<file path="config.mk">
export PLATFORM = sky130hd
export DESIGN_NAME = dual_core_mem_arbiter_flat
export DESIGN_NICKNAME = d
export VERILOG_FILES = /design/src/rtl/dual_core_mem_arbiter_if.sv /design/src/rtl/dual_core_mem_arbiter.sv /design/src/flat_wrapper.sv
export SDC_FILE = /design/constraint.sdc
export NUM_CORES = 1
export LEC_CHECK = 0
export CORE_MARGIN = 2
export CORE_UTILIZATION = 39
export DETAILED_ROUTE_END_ITERATION = 6
export GPL_ROUTABILITY_DRIVEN = 0
export GPL_TIMING_DRIVEN = 0
export PLACE_DENSITY = 0.85
export SYNTH_ARGS = -nofsm -noshare
export SYNTH_HDL_FRONTEND = slang
export SYNTH_SLANG_ARGS = --single-unit
</file>
<file path="constraint.sdc">
create_clock -name clk -period 2.5 [get_ports clk]
set_input_delay 0.375 -clock clk [delete_from_list [all_inputs] [get_ports clk]]
set_output_delay 0.375 -clock clk [all_outputs]
set_load 0.01 [all_outputs]
</file>
<file path="src/rtl/dual_core_mem_arbiter_if.sv">
// Core/memory bus bundle shared by the dual-core data-memory arbiter.
// Latency: none, this file holds wires only.
// Backpressure: the arbiter stalls cores with *_stall, and the memory stalls the arbiter by holding off mem_ready.
// Ports:
//   Per-core side (a_*, b_*): req/we/addr/wdata come in; rdata/stall go out.
//   Memory side: mem_req/we/addr/wdata go out; mem_ready/mem_rdata come in.
//   last_grant: owner of the last completed access (0 = A, 1 = B).
// Modports:
//   master: the arbiter, which drives the memory bus.
//   slave:  the cores and the memory around it.
interface dual_core_mem_arbiter_if #(
  parameter int AW = 32,
  parameter int DW = 32
) ();
  logic          a_req;
  logic          a_we;
  logic [AW-1:0] a_addr;
  logic [DW-1:0] a_wdata;
  logic [DW-1:0] a_rdata;
  logic          a_stall;
  logic          b_req;
  logic          b_we;
  logic [AW-1:0] b_addr;
  logic [DW-1:0] b_wdata;
  logic [DW-1:0] b_rdata;
  logic          b_stall;
  logic          mem_req;
  logic          mem_we;
  logic [AW-1:0] mem_addr;
  logic [DW-1:0] mem_wdata;
  logic          mem_ready;
  logic [DW-1:0] mem_rdata;
  logic          last_grant;

  modport master (
    input  a_req, a_we, a_addr, a_wdata, b_req, b_we, b_addr, b_wdata, mem_ready, mem_rdata,
    output a_rdata, a_stall, b_rdata, b_stall, mem_req, mem_we, mem_addr, mem_wdata, last_grant
  );

  modport slave (
    output a_req, a_we, a_addr, a_wdata, b_req, b_we, b_addr, b_wdata, mem_ready, mem_rdata,
    input  a_rdata, a_stall, b_rdata, b_stall, mem_req, mem_we, mem_addr, mem_wdata, last_grant
  );
endinterface

</file>
<file path="src/rtl/dual_core_mem_arbiter.sv">
// Round-robin arbiter that shares one single-port data memory between MIPS cores A and B.
// Latency: mem_req goes high one cycle after the request; completion (rdata, stall release) comes one cycle after mem_ready.
// Backpressure: the requesting core stalls until its completion cycle, and the memory bus holds steady until mem_ready.
// Ports:
//   clk: rising-edge clock.
//   rst: asynchronous active-low reset.
//   bus: the core/memory bundle (master modport).
module dual_core_mem_arbiter (
  input logic                     clk,
  input logic                     rst,
  dual_core_mem_arbiter_if.master bus
);

  typedef enum logic [1:0] {IDLE, GNT_A, GNT_B} state_t;

  state_t state, nextState;
  logic   aDone, bDone, lastGrant;
  logic   aEff, bEff;
  logic   grantA, grantB, complete;

  // While the done flag is set the core still presents the access that just finished.
  // Masking that access keeps it from being issued a second time.
  assign aEff = bus.a_req & ~aDone;
  assign bEff = bus.b_req & ~bDone;

  assign bus.a_stall    = aEff;
  assign bus.b_stall    = bEff;
  assign bus.last_grant = lastGrant;

  always_ff @(posedge clk or negedge rst) begin
    if (!rst) state <= IDLE;
    else      state <= nextState;
  end

  always_comb begin
    nextState = state;
    grantA    = 1'b0;
    grantB    = 1'b0;
    complete  = 1'b0;
    case (state)
      IDLE: begin
        // On a tie, the core that did not own the last access wins.
        if (aEff && (!bEff || lastGrant)) begin
          grantA    = 1'b1;
          nextState = GNT_A;
        end else if (bEff) begin
          grantB    = 1'b1;
          nextState = GNT_B;
        end
      end
      GNT_A, GNT_B: begin
        if (bus.mem_ready) begin
          complete  = 1'b1;
          nextState = IDLE;
        end
      end
      default: nextState = IDLE;
    endcase
  end

  always_ff @(posedge clk or negedge rst) begin
    if (!rst) begin
      bus.mem_req   <= 1'b0;
      bus.mem_we    <= 1'b0;
      bus.mem_addr  <= '0;
      bus.mem_wdata <= '0;
      bus.a_rdata   <= '0;
      bus.b_rdata   <= '0;
      aDone         <= 1'b0;
      bDone         <= 1'b0;
      lastGrant     <= 1'b1;
    end else begin
      aDone <= 1'b0;
      bDone <= 1'b0;
      if (grantA) begin
        bus.mem_req   <= 1'b1;
        bus.mem_we    <= bus.a_we;
        bus.mem_addr  <= bus.a_addr;
        bus.mem_wdata <= bus.a_wdata;
      end else if (grantB) begin
        bus.mem_req   <= 1'b1;
        bus.mem_we    <= bus.b_we;
        bus.mem_addr  <= bus.b_addr;
        bus.mem_wdata <= bus.b_wdata;
      end else if (complete) begin
        // The access completes even if the owner dropped its request meanwhile.
        bus.mem_req <= 1'b0;
        if (state == GNT_A) begin
          aDone     <= 1'b1;
          lastGrant <= 1'b0;
          if (!bus.mem_we) bus.a_rdata <= bus.mem_rdata;
        end else begin
          bDone     <= 1'b1;
          lastGrant <= 1'b1;
          if (!bus.mem_we) bus.b_rdata <= bus.mem_rdata;
        end
      end
    end
  end

endmodule

</file>
<file path="src/flat_wrapper.sv">
// flat-port wrapper written by rule: the top's interface ports become plain ports
module dual_core_mem_arbiter_flat 
  (clk, rst, bus_a_req, bus_a_we, bus_a_addr, bus_a_wdata, bus_b_req, bus_b_we, bus_b_addr, bus_b_wdata, bus_mem_ready, bus_mem_rdata, bus_a_rdata, bus_a_stall, bus_b_rdata, bus_b_stall, bus_mem_req, bus_mem_we, bus_mem_addr, bus_mem_wdata, bus_last_grant);
  dual_core_mem_arbiter_if #(.AW(32), .DW(32)) bus_i ();
  input logic clk;
  input logic rst;
  input wire logic [$bits(bus_i.a_req)-1:0] bus_a_req;
  input wire logic [$bits(bus_i.a_we)-1:0] bus_a_we;
  input wire logic [$bits(bus_i.a_addr)-1:0] bus_a_addr;
  input wire logic [$bits(bus_i.a_wdata)-1:0] bus_a_wdata;
  input wire logic [$bits(bus_i.b_req)-1:0] bus_b_req;
  input wire logic [$bits(bus_i.b_we)-1:0] bus_b_we;
  input wire logic [$bits(bus_i.b_addr)-1:0] bus_b_addr;
  input wire logic [$bits(bus_i.b_wdata)-1:0] bus_b_wdata;
  input wire logic [$bits(bus_i.mem_ready)-1:0] bus_mem_ready;
  input wire logic [$bits(bus_i.mem_rdata)-1:0] bus_mem_rdata;
  output wire logic [$bits(bus_i.a_rdata)-1:0] bus_a_rdata;
  output wire logic [$bits(bus_i.a_stall)-1:0] bus_a_stall;
  output wire logic [$bits(bus_i.b_rdata)-1:0] bus_b_rdata;
  output wire logic [$bits(bus_i.b_stall)-1:0] bus_b_stall;
  output wire logic [$bits(bus_i.mem_req)-1:0] bus_mem_req;
  output wire logic [$bits(bus_i.mem_we)-1:0] bus_mem_we;
  output wire logic [$bits(bus_i.mem_addr)-1:0] bus_mem_addr;
  output wire logic [$bits(bus_i.mem_wdata)-1:0] bus_mem_wdata;
  output wire logic [$bits(bus_i.last_grant)-1:0] bus_last_grant;
  assign bus_i.a_req = bus_a_req;
  assign bus_i.a_we = bus_a_we;
  assign bus_i.a_addr = bus_a_addr;
  assign bus_i.a_wdata = bus_a_wdata;
  assign bus_i.b_req = bus_b_req;
  assign bus_i.b_we = bus_b_we;
  assign bus_i.b_addr = bus_b_addr;
  assign bus_i.b_wdata = bus_b_wdata;
  assign bus_i.mem_ready = bus_mem_ready;
  assign bus_i.mem_rdata = bus_mem_rdata;
  assign bus_a_rdata = bus_i.a_rdata;
  assign bus_a_stall = bus_i.a_stall;
  assign bus_b_rdata = bus_i.b_rdata;
  assign bus_b_stall = bus_i.b_stall;
  assign bus_mem_req = bus_i.mem_req;
  assign bus_mem_we = bus_i.mem_we;
  assign bus_mem_addr = bus_i.mem_addr;
  assign bus_mem_wdata = bus_i.mem_wdata;
  assign bus_last_grant = bus_i.last_grant;
  dual_core_mem_arbiter u_core (.clk(clk), .rst(rst), .bus(bus_i));
endmodule
</file>
# Yosys cells after proc, flatten, opt, wreduce, memory -nomap -nowiden
# Index checks and enable logic that the tools add are counted.
# totals
reg_bits	135
in_bits	167
output_inout_bits	133
word_cells	61
# classes
eq_ne	4
n_mux	28
bitwise_logic	8
n_reduce_logical	11
# op_table
op	count
32-bit two-way mux	4
1-bit two-way mux	20
5-bit AND reduction	2
2-bit two-way mux	3
1-bit NOT	6
2-bit one-hot mux with 2 select lines	1
3-bit by 1-bit inequality test with 1-bit output (second input constant)	1
3-bit AND reduction	1
3-bit nonzero test	1
1-bit bitwise AND	2
2-bit by 1-bit == test with 1-bit output (second input constant)	1
2-bit == test (second input constant)	1
2-bit logical NOT	1
2-bit inequality test (second input constant)	1
2-bit AND reduction	1
2-bit nonzero test	1
2-bit OR reduction	1
1-bit logical AND	1
1-bit logical NOT	1
1-bit logical OR	1

# Depth between registers and ports, before layout
# logic_depth
word_depth	9
mapped_depth	8
depth_no_buf	5

# Least setup slack after synthesis
# OpenSTA, ideal clock, no wires.
# synth_timing
kind	reg-to-reg
startpoint	register u_core.state[0]
endpoint	register u_core.bus.b_rdata[0]
setup_time_ps	125
t_arrival_ps	1883
required_time_ps	2375
path_slack_ps	492
stages_incl_launch_ff	9
n_path_buf	3
period_less_slack_ps	2008
cell_sequence	dfrtp_1 -> inv_1 -> ha_1 -> o21a_1 -> buf_6 -> or4_4 -> buf_6 -> buf_6 -> mux2_4
# synth_between
elab_chain_len	4
elab_cells_between_ends	11
cone_classes	eq/ne: 2; mux: 3; bitwise: 3; reduce/logical: 3
# synth_rtl
item	line_no	rtl
start: declaration	dual_core_mem_arbiter.sv:16	state_t state, nextState;
start signal: assignment	dual_core_mem_arbiter.sv:32	else state <= nextState;
2-bit == test, or another cell as far along	dual_core_mem_arbiter.sv:40	case (state)
2-bit OR reduction / 1-bit two-way mux (equally long branches)	dual_core_mem_arbiter.sv:40	
1-bit two-way mux / 1-bit NOT (equally long branches)	-	
5-bit AND reduction (no line) *	-	
end signal: assignment	dual_core_mem_arbiter.sv:95	if (!bus.mem_we) bus.b_rdata <= bus.mem_rdata;
end: declaration	dual_core_mem_arbiter_if.sv:37	output a_rdata, a_stall, b_rdata, b_stall, mem_req, mem_we, mem_addr, mem_wdata, last_grant
# Every way passes the cells marked *; elsewhere a longest branch is shown, timed or not.
# A chain may end at the register's enable or synchronous reset.

# Final worst setup path
# layout_timing
startpoint	register u_core.state[0]
endpoint	register u_core.bus.mem_wdata[14]
# layout_between
elab_chain_len	3
elab_cells_between_ends	5
cone_classes	mux: 3; reduce/logical: 2
# layout_rtl
item	line_no	rtl
2-bit logical NOT *	dual_core_mem_arbiter.sv:40	
1-bit two-way mux	dual_core_mem_arbiter.sv:40	
32-bit two-way mux / 2-bit nonzero test (equally long branches)	-	
end signal: assignment	dual_core_mem_arbiter.sv:79	bus.mem_wdata <= bus.a_wdata;
end signal: assignment	dual_core_mem_arbiter.sv:84	bus.mem_wdata <= bus.b_wdata;
end: declaration	dual_core_mem_arbiter_if.sv:37	
# Marks and branches as above.

==> flow_summary_export.csv <==
group,metric,value,unit
setup_path,criticalPathCategory,"reg2reg",
floorplan,rows,44,
route,viasPerCell,4.90,
sta,setup_tns,0,ns
sta,clock_skew,0.00593,ns
setup_path,cpPeakStageDelay,0.45,ns
finish,drive_above_1_share,13.1,%
logic_synthesis,ys_seq_elements,135,
pwr,power_frac_seq,32.0,%
pwr,total_leakage_power,4.18,nW
setup_path,worstPathCellList,"inv_1 > ha_1 > o21a_1 > buf_6 > clkbuf_1 > clkbuf_1 > nor2_1 > a31oi_1",
logic_synthesis,synth-edff-count,0,
clock_tree,cts_buffer_depth,2,
logic_synthesis,ys_seq_area_share,58.8,%
pwr,p_sw,3.91,mW
hold_path,hold_class,"reg2reg",
pwr,peakVddDrop,0.000583,V
pwr,p_comb_share,46.2,%
finish,nets,1009,
sta,tightest_slew,0.697,ns
sta,timing.final.crit_share,87.2,%
logic_synthesis,syn_inst,521,
sta,setup_viol,0,
setup_path,path_max_fanout,10,
global_routing,grt_max_degree,69,
finish,area_growth,67.5,%
route,ant_nets,0,
global_routing,grt_pass1_vias,5191,
clock_tree,cts.sinks,135,
global_routing,grt_overflow,0,
route,vias,5085,
sta,grt_setup_unrepaired,"no",
global_routing,grt_usage,22.0,%
setup_path,worstPathArrival,2.50,ns
logic_synthesis,synth_cell_type_count,30,
floorplan,fp.dieH,125,um
logic_synthesis,synth_flop_cell,"dfrtp_1",
route,drc,0,
placement,hpwlAfterDp,12700,um
setup_path,start_kind,"flip-flop",
finish,design_area,0.00962,sq mm
setup_path,cp_top_family,"buffers and inverters",
logic_synthesis,yosys_warnings,0,
clock_tree,ctsRootBufferMaster,"clkbuf_16",
clock_tree,numCtsBuffers,17,
pwr,swShare,32.9,%
finish,num-fill-cells,1114,
pwr,pwr-share-clk,21.7,%
finish,final_util,66.5,%
setup_path,crit_slowest_cell,"clkbuf_1",
job,maxCapViolCount,0,
finish,num_antenna_cells,0,
floorplan,die_w,125,um
global_routing,grt_pass1_wl,27200,um
sta,slew_violations,0,
logic_synthesis,async_reset_ff_share,100,%
setup_path,endpoint_kind,"flip-flop",
route,wirelength,16800,um
floorplan,dieArea,0.0157,sq mm
placement,post_dp_cell_area,0.00900,sq mm
placement,portBuffers,299,
route,drt_iter0_drc,241,
logic_synthesis,syn_area,0.00575,sq mm
sta,min_period,2.18,ns
pwr,intPower,7.97,mW
floorplan,initial_utilization,39.7,%
sta,slew_headroom,53.4,%
setup_path,critPathMostFrequentCell,"clkbuf_1",
route,drtPass1Iterations,4,
logic_synthesis,avgSynthCellArea,11.0,sq um
clock_tree,cts_tree,"done",
setup_path,path_buf_inv,4,
status,status,"finished, final reports clean",
pwr,power.density,1230,mW/mm^2
pwr,fin_total_pwr,11.9,mW
floorplan,coreArea,0.0145,sq mm
logic_synthesis,synth_nets,690,
floorplan,io_pins,300,
clock_tree,cts_setup_buffers,0,
sta,finalHoldViolations,0,
clock_tree,path_clk_slew,0.06,ns
route,routedWlPerCell,16.2,um
global_routing,antenna_found_initial,0,
sta,max_freq,459,MHz
clock_tree,cts_max_level,4,
sta,hold-worst-slack,0.479,ns
clock_tree,clk_latency,0.42,ns
setup_path,crit_required,2.82,ns
## synthesized netlist by cell type, types with 2 or more instances
master	instances	area, sq um
nor2b_1	3	18.8
buf_6	5	56.3
clkbuf_1	24	90.1
nand3_1	2	10.0
mux2_2	33	372
nand2_1	129	484
o21ai_0	5	25.0
buf_1	4	15.0
dfrtp_1	134	3350
buf_4	3	22.5
nor2_1	65	244
ha_1	2	25.0
nor2b_4	2	27.5
inv_1	2	7.51
mux2_4	30	450
a31oi_1	64	400
## through the flow
| stage | worst slack (ns) | instances |
|---|---|---|
| after floorplan | 0.492 | 521 |
| after global placement | -4.28 | 1004 |
| after detailed placement | -0.305 | 1005 |
| after CTS | 0.160 | 1038 |
| after global routing | 0.0685 | 1037 |
| final | 0.321 | 1037 |
## cell type report
| type | instances | area (sq um) | share of cell area, % |
|---|---|---|---|
| inverters | 2 | 7.51 | 0.0780 |
| plain buffers | 35 | 183 | 1.90 |
| flip-flops and latches | 135 | 3380 | 35.1 |
| multi-input cells | 348 | 2170 | 22.6 |
| well taps | 184 | 230 | 2.39 |
| clock buffers | 20 | 467 | 4.85 |
| clock inverters | 12 | 149 | 1.55 |
| repair buffers | 301 | 3030 | 31.5 |
## routing by layer
| metal | global-route usage (%) | routed length, um |
|---|---|---|
| met4 | 8.56 | 385 |
| met1 | 25.8 | 6520 |
| met2 | 36.6 | 8340 |
| met3 | 8.17 | 1580 |
| met5 | 0 | 0 |
## cells by family (layout without fill, tap and decap cells)
kind of cell / after synthesis / after routing / synth area share (%)
multiplexers: 65 / 65 / 14.7
flip-flops: 135 / 135 / 58.8
AND/OR/NAND/NOR: 209 / 209 / 15.0
adder cells (fa/ha/maj): 2 / 2 / 0.435
AO/OA/AOI/OAI: 72 / 72 / 7.75
buffers and inverters: 38 / 370 / 3.33
## sequential cells by signal, summed over array words and instances, names as in the netlist
signal and count:
u_core.aDone 1, u_core.bus.mem_we 1, u_core.bus.a_rdata 32, u_core.bDone 1
u_core.bus.last_grant 1, u_core.bus.mem_addr 32, u_core.state 2, u_core.bus.b_rdata 32
u_core.bus.mem_wdata 32, u_core.bus.mem_req 1
## cell usage in the layout (no fill, tap or decap)
master,n
dfrtp_1,134
nand2_1,129
nor2b_4,2
or3b_1,1
nor4b_4,1
nor3_1,1
nor3b_1,1
dfstp_2,1
buf_6,6
mux2_1,1
clkbuf_8,3
clkbuf_2,2
a31oi_1,64
buf_4,3
clkinv_2,4
dlygate4sd3_1,1
inv_6,1
bufinv_16,3
clkdlybuf4s50_1,298
clkinvlp_4,4
buf_1,4
or4_4,1
nand3_1,2
mux2i_1,1
a21oi_1,1
nor2b_1,3
a21o_1,1
o21ai_0,5
mux2_4,30
inv_1,2
mux2_2,33
and3_1,1
nand3b_1,1
o21a_1,1
clkbuf_1,21
ha_1,2
nand2b_1,1
nor2_1,65
clkbuf_16,17
buf_16,1
## power groups by stage
stage                     clock network [mW]  logic [mW]  registers, mW
final                                   2.58        5.49           3.80
after global routing                    2.72        5.94           3.94
after CTS                               2.63        5.56           3.81
after detailed placement                   0        5.53           3.84
after global placement                     0        5.44           3.79
after floorplan                            0        2.07           4.28
## worst reg2reg max path, stage by stage, from the launching register on
cell,delay [ns]
dfrtp_1,0.39
inv_1,0.06
ha_1,0.23
o21a_1,0.16
buf_6,0.13
clkbuf_1,0.39
clkbuf_1,0.45
nor2_1,0.07
a31oi_1,0.20
## path summary, 6_finish.rpt
kind | slack, ns | to | from | depth (start not counted)
min in group asynchronous | 0.53 | u_core.bus.b_rdata[1] | rst | 2
worst max register to register | 0.32 | u_core.bus.mem_wdata[14] | u_core.state[0] | 8
max in group asynchronous | 1.21 | u_core.bus.mem_addr[12] | rst | 3
worst min-delay path | 0.48 | u_core.bus.mem_req | u_core.bus.mem_req | 1
worst max-delay path | 0.32 | u_core.bus.mem_wdata[14] | u_core.state[0] | 8
worst min register to register | 0.48 | u_core.bus.mem_req | u_core.bus.mem_req | 1
## repair_timing
| action | in CTS | in global routing |
|---|---|---|
| resized for setup | 0 | 4 |
| setup endpoints to repair | 0 | 8 |
| hold endpoints to repair | 66 | 0 |
| hold buffers | 1 | 0 |
Note: power is estimated with default switching activity, not from simulation.
==> RTL change 1 (config.mk and constraints unchanged) <==
Make the reset (`rst`) synchronous in 2 clocked blocks. Comments in the files are not updated.
--- a/src/rtl/dual_core_mem_arbiter.sv
+++ b/src/rtl/dual_core_mem_arbiter.sv
@@ -27,7 +27,7 @@
   assign bus.b_stall    = bEff;
   assign bus.last_grant = lastGrant;
 
-  always_ff @(posedge clk or negedge rst) begin
+  always_ff @(posedge clk) begin
     if (!rst) state <= IDLE;
     else      state <= nextState;
   end
@@ -58,7 +58,7 @@
     endcase
   end
 
-  always_ff @(posedge clk or negedge rst) begin
+  always_ff @(posedge clk) begin
     if (!rst) begin
       bus.mem_req   <= 1'b0;
       bus.mem_we    <= 1'b0;
Check against the original RTL: differs if rst is asserted again (counterexample within 4 cycles, from zero or initial values and one cycle with rst low); with rst held inactive, the same outputs for 4 cycles.
==> RTL change 1 against the original RTL <==
Sequential cell count is the same; design area shrank 4.3%; critical path depth shrank 1; worst setup slack gained 16 ps; non-clock buffer count grew 17; wire length grew 10%; first-iteration DRC count grew 15%; area after synthesis shrank 5.1%; critical path type unchanged.
Power is not compared: it rests on default switching activity, and its combinational part moved more than twofold at a synthesized area within 25%.
==> RTL change 1: results (changes against the original RTL) <==
[run_status]
outcome=complete, no violations

[global_routing]
use_met3_pct=10.13  ; +2.0 points
grt_start_max_net_pins=17  ; -75%
grt_pass1_wl_um=28600  ; +5.3%
met2_usage_pct=43.65  ; +7.0 points
globalRouteMet1Util_pct=26.20  ; +0.35 points
track_usage_pct=24.75  ; +2.8 points

[synth]
seq_area_frac_synth_pct=49.55  ; -9.3 points
ys_async_sr_fraction_pct=0  ; -100 points
syn_nets=813  ; +18%
syn_area_per_cell_um2=8.482  ; -23%

[routing]
wl_met2_um=9405  ; +13%
drt-initial-drc-count=278  ; +15%
via_per_inst=5.014  ; +2.2%
m1WireLength_um=6798  ; +4.2%
vias=5781  ; +14%

[critical_path]
r2r-start=u_core.state[0]$_SDFFE_PN0P_
r2r_end=u_core.bus.mem_addr[21]$_SDFFE_PN0P_
r2r_cells=7  ; -1
reg2reg_slack_ps=340  ; +20 ps
cpPeakStageDelay_ps=430  ; -20 ps

[timing]
tightest_slew_ps=637.6  ; -59.52 ps
fin_crit_sh_pct=86.50  ; -0.66 points
skew_ps=7.849  ; +1.920 ps
hold-worst-slack_ps=459.5  ; -19.81 ps

[placed_design]
placed_cell_area_um2=8662  ; -3.7%
numPortBuffers=298  ; -0.33%
pre_cts_slack_ps=-66.74  ; +238.2 ps
place_inst=1121  ; +12%
dpl.hpwl_um=14180  ; +12%

[cells_and_area]
nFillCells=1143  ; +2.6%

[min_path]
holdPathStages=2  ; +1
hold_start=u_core.bus.b_rdata[22]$_SDFFE_PN0P_

[RTL change 1: cell types whose count changed after synthesis, sizes merged, moves of 16 or more]
cell,unedited run,this run
dfxtp,0,135
dfrtp,134,0
nand3,2,67
nor2,65,130
o31ai,0,65
mux2,64,0
mux2i,1,64
a31oi,64,2
nand2,129,102
clkbuf,24,40
[RTL change 1: layout make-up]
cell class              count  area [um2]  area share, %
flip-flops and latches    135        2703          29.36
clock buffers              18       439.2          4.772
well taps                 180       225.2          2.447
multi-input cells         447        2490          27.05
clock inverters            14       102.6          1.115
plain buffers              55       239.0          2.597
inverters                   6       22.52         0.2447
repair buffers            298        2983          32.41
[RTL change 1: cells by family (layout without fill, tap and decap cells)]
| family | Yosys count | after routing | share of synthesized area (%) |
|---|---|---|---|
| flops | 135 | 135 | 49.55 |
| simple gates | 306 | 306 | 23.15 |
| compound gates | 74 | 74 | 10.07 |
| buf+inv | 61 | 391 | 4.794 |
| fa+ha+maj | 3 | 3 | 0.6883 |
| mux | 64 | 64 | 11.75 |
==> RTL change 2 (same settings) <==
Without the edit above. `AW` is set to 32 in 2 places; all go to 16.
--- a/src/rtl/dual_core_mem_arbiter_if.sv
+++ b/src/rtl/dual_core_mem_arbiter_if.sv
@@ -9,7 +9,7 @@
 //   master: the arbiter, which drives the memory bus.
 //   slave:  the cores and the memory around it.
 interface dual_core_mem_arbiter_if #(
-  parameter int AW = 32,
+  parameter int AW = 16,
   parameter int DW = 32
 ) ();
   logic          a_req;
--- a/src/flat_wrapper.sv
+++ b/src/flat_wrapper.sv
@@ -1,7 +1,7 @@
 // flat-port wrapper written by rule: the top's interface ports become plain ports
 module dual_core_mem_arbiter_flat 
   (clk, rst, bus_a_req, bus_a_we, bus_a_addr, bus_a_wdata, bus_b_req, bus_b_we, bus_b_addr, bus_b_wdata, bus_mem_ready, bus_mem_rdata, bus_a_rdata, bus_a_stall, bus_b_rdata, bus_b_stall, bus_mem_req, bus_mem_we, bus_mem_addr, bus_mem_wdata, bus_last_grant);
-  dual_core_mem_arbiter_if #(.AW(32), .DW(32)) bus_i ();
+  dual_core_mem_arbiter_if #(.AW(16), .DW(32)) bus_i ();
   input logic clk;
   input logic rst;
   input wire logic [$bits(bus_i.a_req)-1:0] bus_a_req;
Ports: changed (resized bus_a_addr, bus_b_addr and bus_mem_addr); port bits go from 300 to 252. No check against the original RTL was run, so the function may have changed too.
==> RTL change 2 against the original RTL <==
Global-route usage is 0.22 points lower; area after synthesis is 15% lower; worst setup slack worse by 160 ps; wire length is 14% lower; clock power is 8.1% lower; total power is 14% lower; design area is 14% lower; sequential cell count is 16 lower; first-iteration DRC count is 29% lower; critical path depth is 1 lower; non-clock buffer count is 54 lower; critical path type is now in -> reg.
==> RTL change 2: results (changes against the original RTL) <==
[placed_design]
place_inst=854  ; -15%
pre_cts_slack_ps=-241.4  ; +63.54 ps
dpl.hpwl_um=11090  ; -13%
numPortBuffers=251  ; -16%

[global_routing]
track_usage_pct=21.74  ; -0.22 points
grt_pass1_vias=4596  ; -11%
grt_pass1_wl_um=22540  ; -17%
grt_start_max_net_pins=73  ; +5.8%

[synth]
synthCells=434  ; -17%
synthTopCellsByArea=dfrtp_1, mux2_2, nand2_1
ys_types=27  ; -10%
syn_nets=571  ; -17%
synth_commonest_cells=dfrtp_1, nand2_1, nor2_1
seq_area_frac_synth_pct=60.93  ; +2.1 points
ys_async_sr_fraction_pct=100.0  ; unchanged

[run_status]
outcome=complete, no violations

[timing]
tightest_slew_ps=563.5  ; -133.6 ps
min_period_ps=2335  ; +155.6 ps
hold_viol_final=0  ; unchanged
skew_ps=9.374  ; +3.446 ps

[power_and_ir_drop]
peakVddDrop_mv=0.5166  ; -11%
p_leak_nw=3.532  ; -16%

[routing]
wl_met3_um=1317  ; -16%
post_drt_wl_per_cell_um=16.27  ; +0.27%
drt-initial-drc-count=171  ; -29%
via_per_inst=4.869  ; -0.70%

[clock_tree]
worstSkewPairLatency_ps=400  ; -20 ps
clk_pin_slew_ps=60  ; about the same
clockBufferDepth=2  ; unchanged
cts_max_level=4  ; unchanged

[critical_path]
cp_slowest_cell=clkdlybuf4s50_1
r2r_cells=6  ; -2
cpPeakStageDelay_ps=480  ; +30 ps
reg2reg_slack_ps=240  ; -80 ps
worstPathArrival_ps=2590  ; +90 ps

[cells_and_area]
fin_cells=887  ; -14%
nFillCells=909  ; -18%
nNetsFinal=843  ; -16%
drive_gt1_share_pct=10.99  ; -2.1 points

[min_path]
holdCritPathClass=in -> async

==> RTL change 2: cell types whose count changed in the layout (fill, tap and decap cells not counted), sizes merged <==
cell	unedited run	this run
clkinvlp	4	2
nor2	65	49
clkdlybuf4s50	298	250
bufinv	3	1
inv	3	6
clkbuf	43	39
buf	14	12
clkinv	4	5
dfrtp	134	118
nand2	129	97
a31oi	64	48
==> RTL change 2: worst paths after layout <==
path                                                          from                              endpoint
worst max-delay path                                     bus_a_req  u_core.bus.mem_wdata[11]$_DFFE_PN0P_
worst min-delay path                                           rst    u_core.bus.b_rdata[20]$_DFFE_PN0P_
worst max register to register   u_core.bus.last_grant$_DFFE_PN1P_    u_core.bus.a_rdata[16]$_DFFE_PN0P_
worst min register to register  u_core.bus.a_rdata[20]$_DFFE_PN0P_    u_core.bus.a_rdata[20]$_DFFE_PN0P_
max in group asynchronous                                      rst     u_core.bus.last_grant$_DFFE_PN1P_
min in group clk                u_core.bus.a_rdata[20]$_DFFE_PN0P_    u_core.bus.a_rdata[20]$_DFFE_PN0P_
==> RTL change 2: final cells by class <==
cell class	instances	area share, %
flip-flops and latches	119	36.18
repair buffers	253	30.98
multi-input cells	284	21.41
clock buffers	20	5.668
well taps	168	2.553
plain buffers	29	1.702
clock inverters	12	1.413
inverters	2	0.09117
==> RTL change 2: kinds of logic after synthesis <==
kind of cell	share of synthesized area, %
and+or+nand+nor	13.54
DFF	60.93
muxes	14.94
AOI/OAI and AO/OA	7.062
buffers and inverters	3.019
adders and majority gates	0.5117
==> RTL change 2: report_power, final <==
part           switching [mW]  internal [mW]
combinational            1.98           2.47
clock                   0.911           1.46
sequential              0.507           2.85
total                    3.39           6.78
==> RTL change 2: timing repair <==
item	4_1_cts	5_1_grt
buffers inserted	0	0
endpoints found under the setup margin	0	0
hold buffers	1	0
endpoints found under the hold margin	47	0
==> RTL change 2: metrics by stage <==
| stage | hold slack (ps) | total power, mW | cell area (um2) |
|---|---|---|---|
| floorplan | 79.41 | 5.254 | 4890 |
| global placement | 463.4 | 7.672 | 7612 |
| detailed placement | 338.3 | 7.864 | 7641 |
| CTS | 474.4 | 10.28 | 8234 |
| global route | 498.8 | 10.79 | 8234 |
| finish | 485.2 | 10.17 | 8234 |
==> RTL change 2: metal layers <==
layer | GRT usage (%) | up-vias
met4 | 9.286 | 0
met1 | 23.10 | 2047
met5 | 0 | -
met2 | 39.03 | 202
met3 | 7.741 | 36
li1 | - | 2034
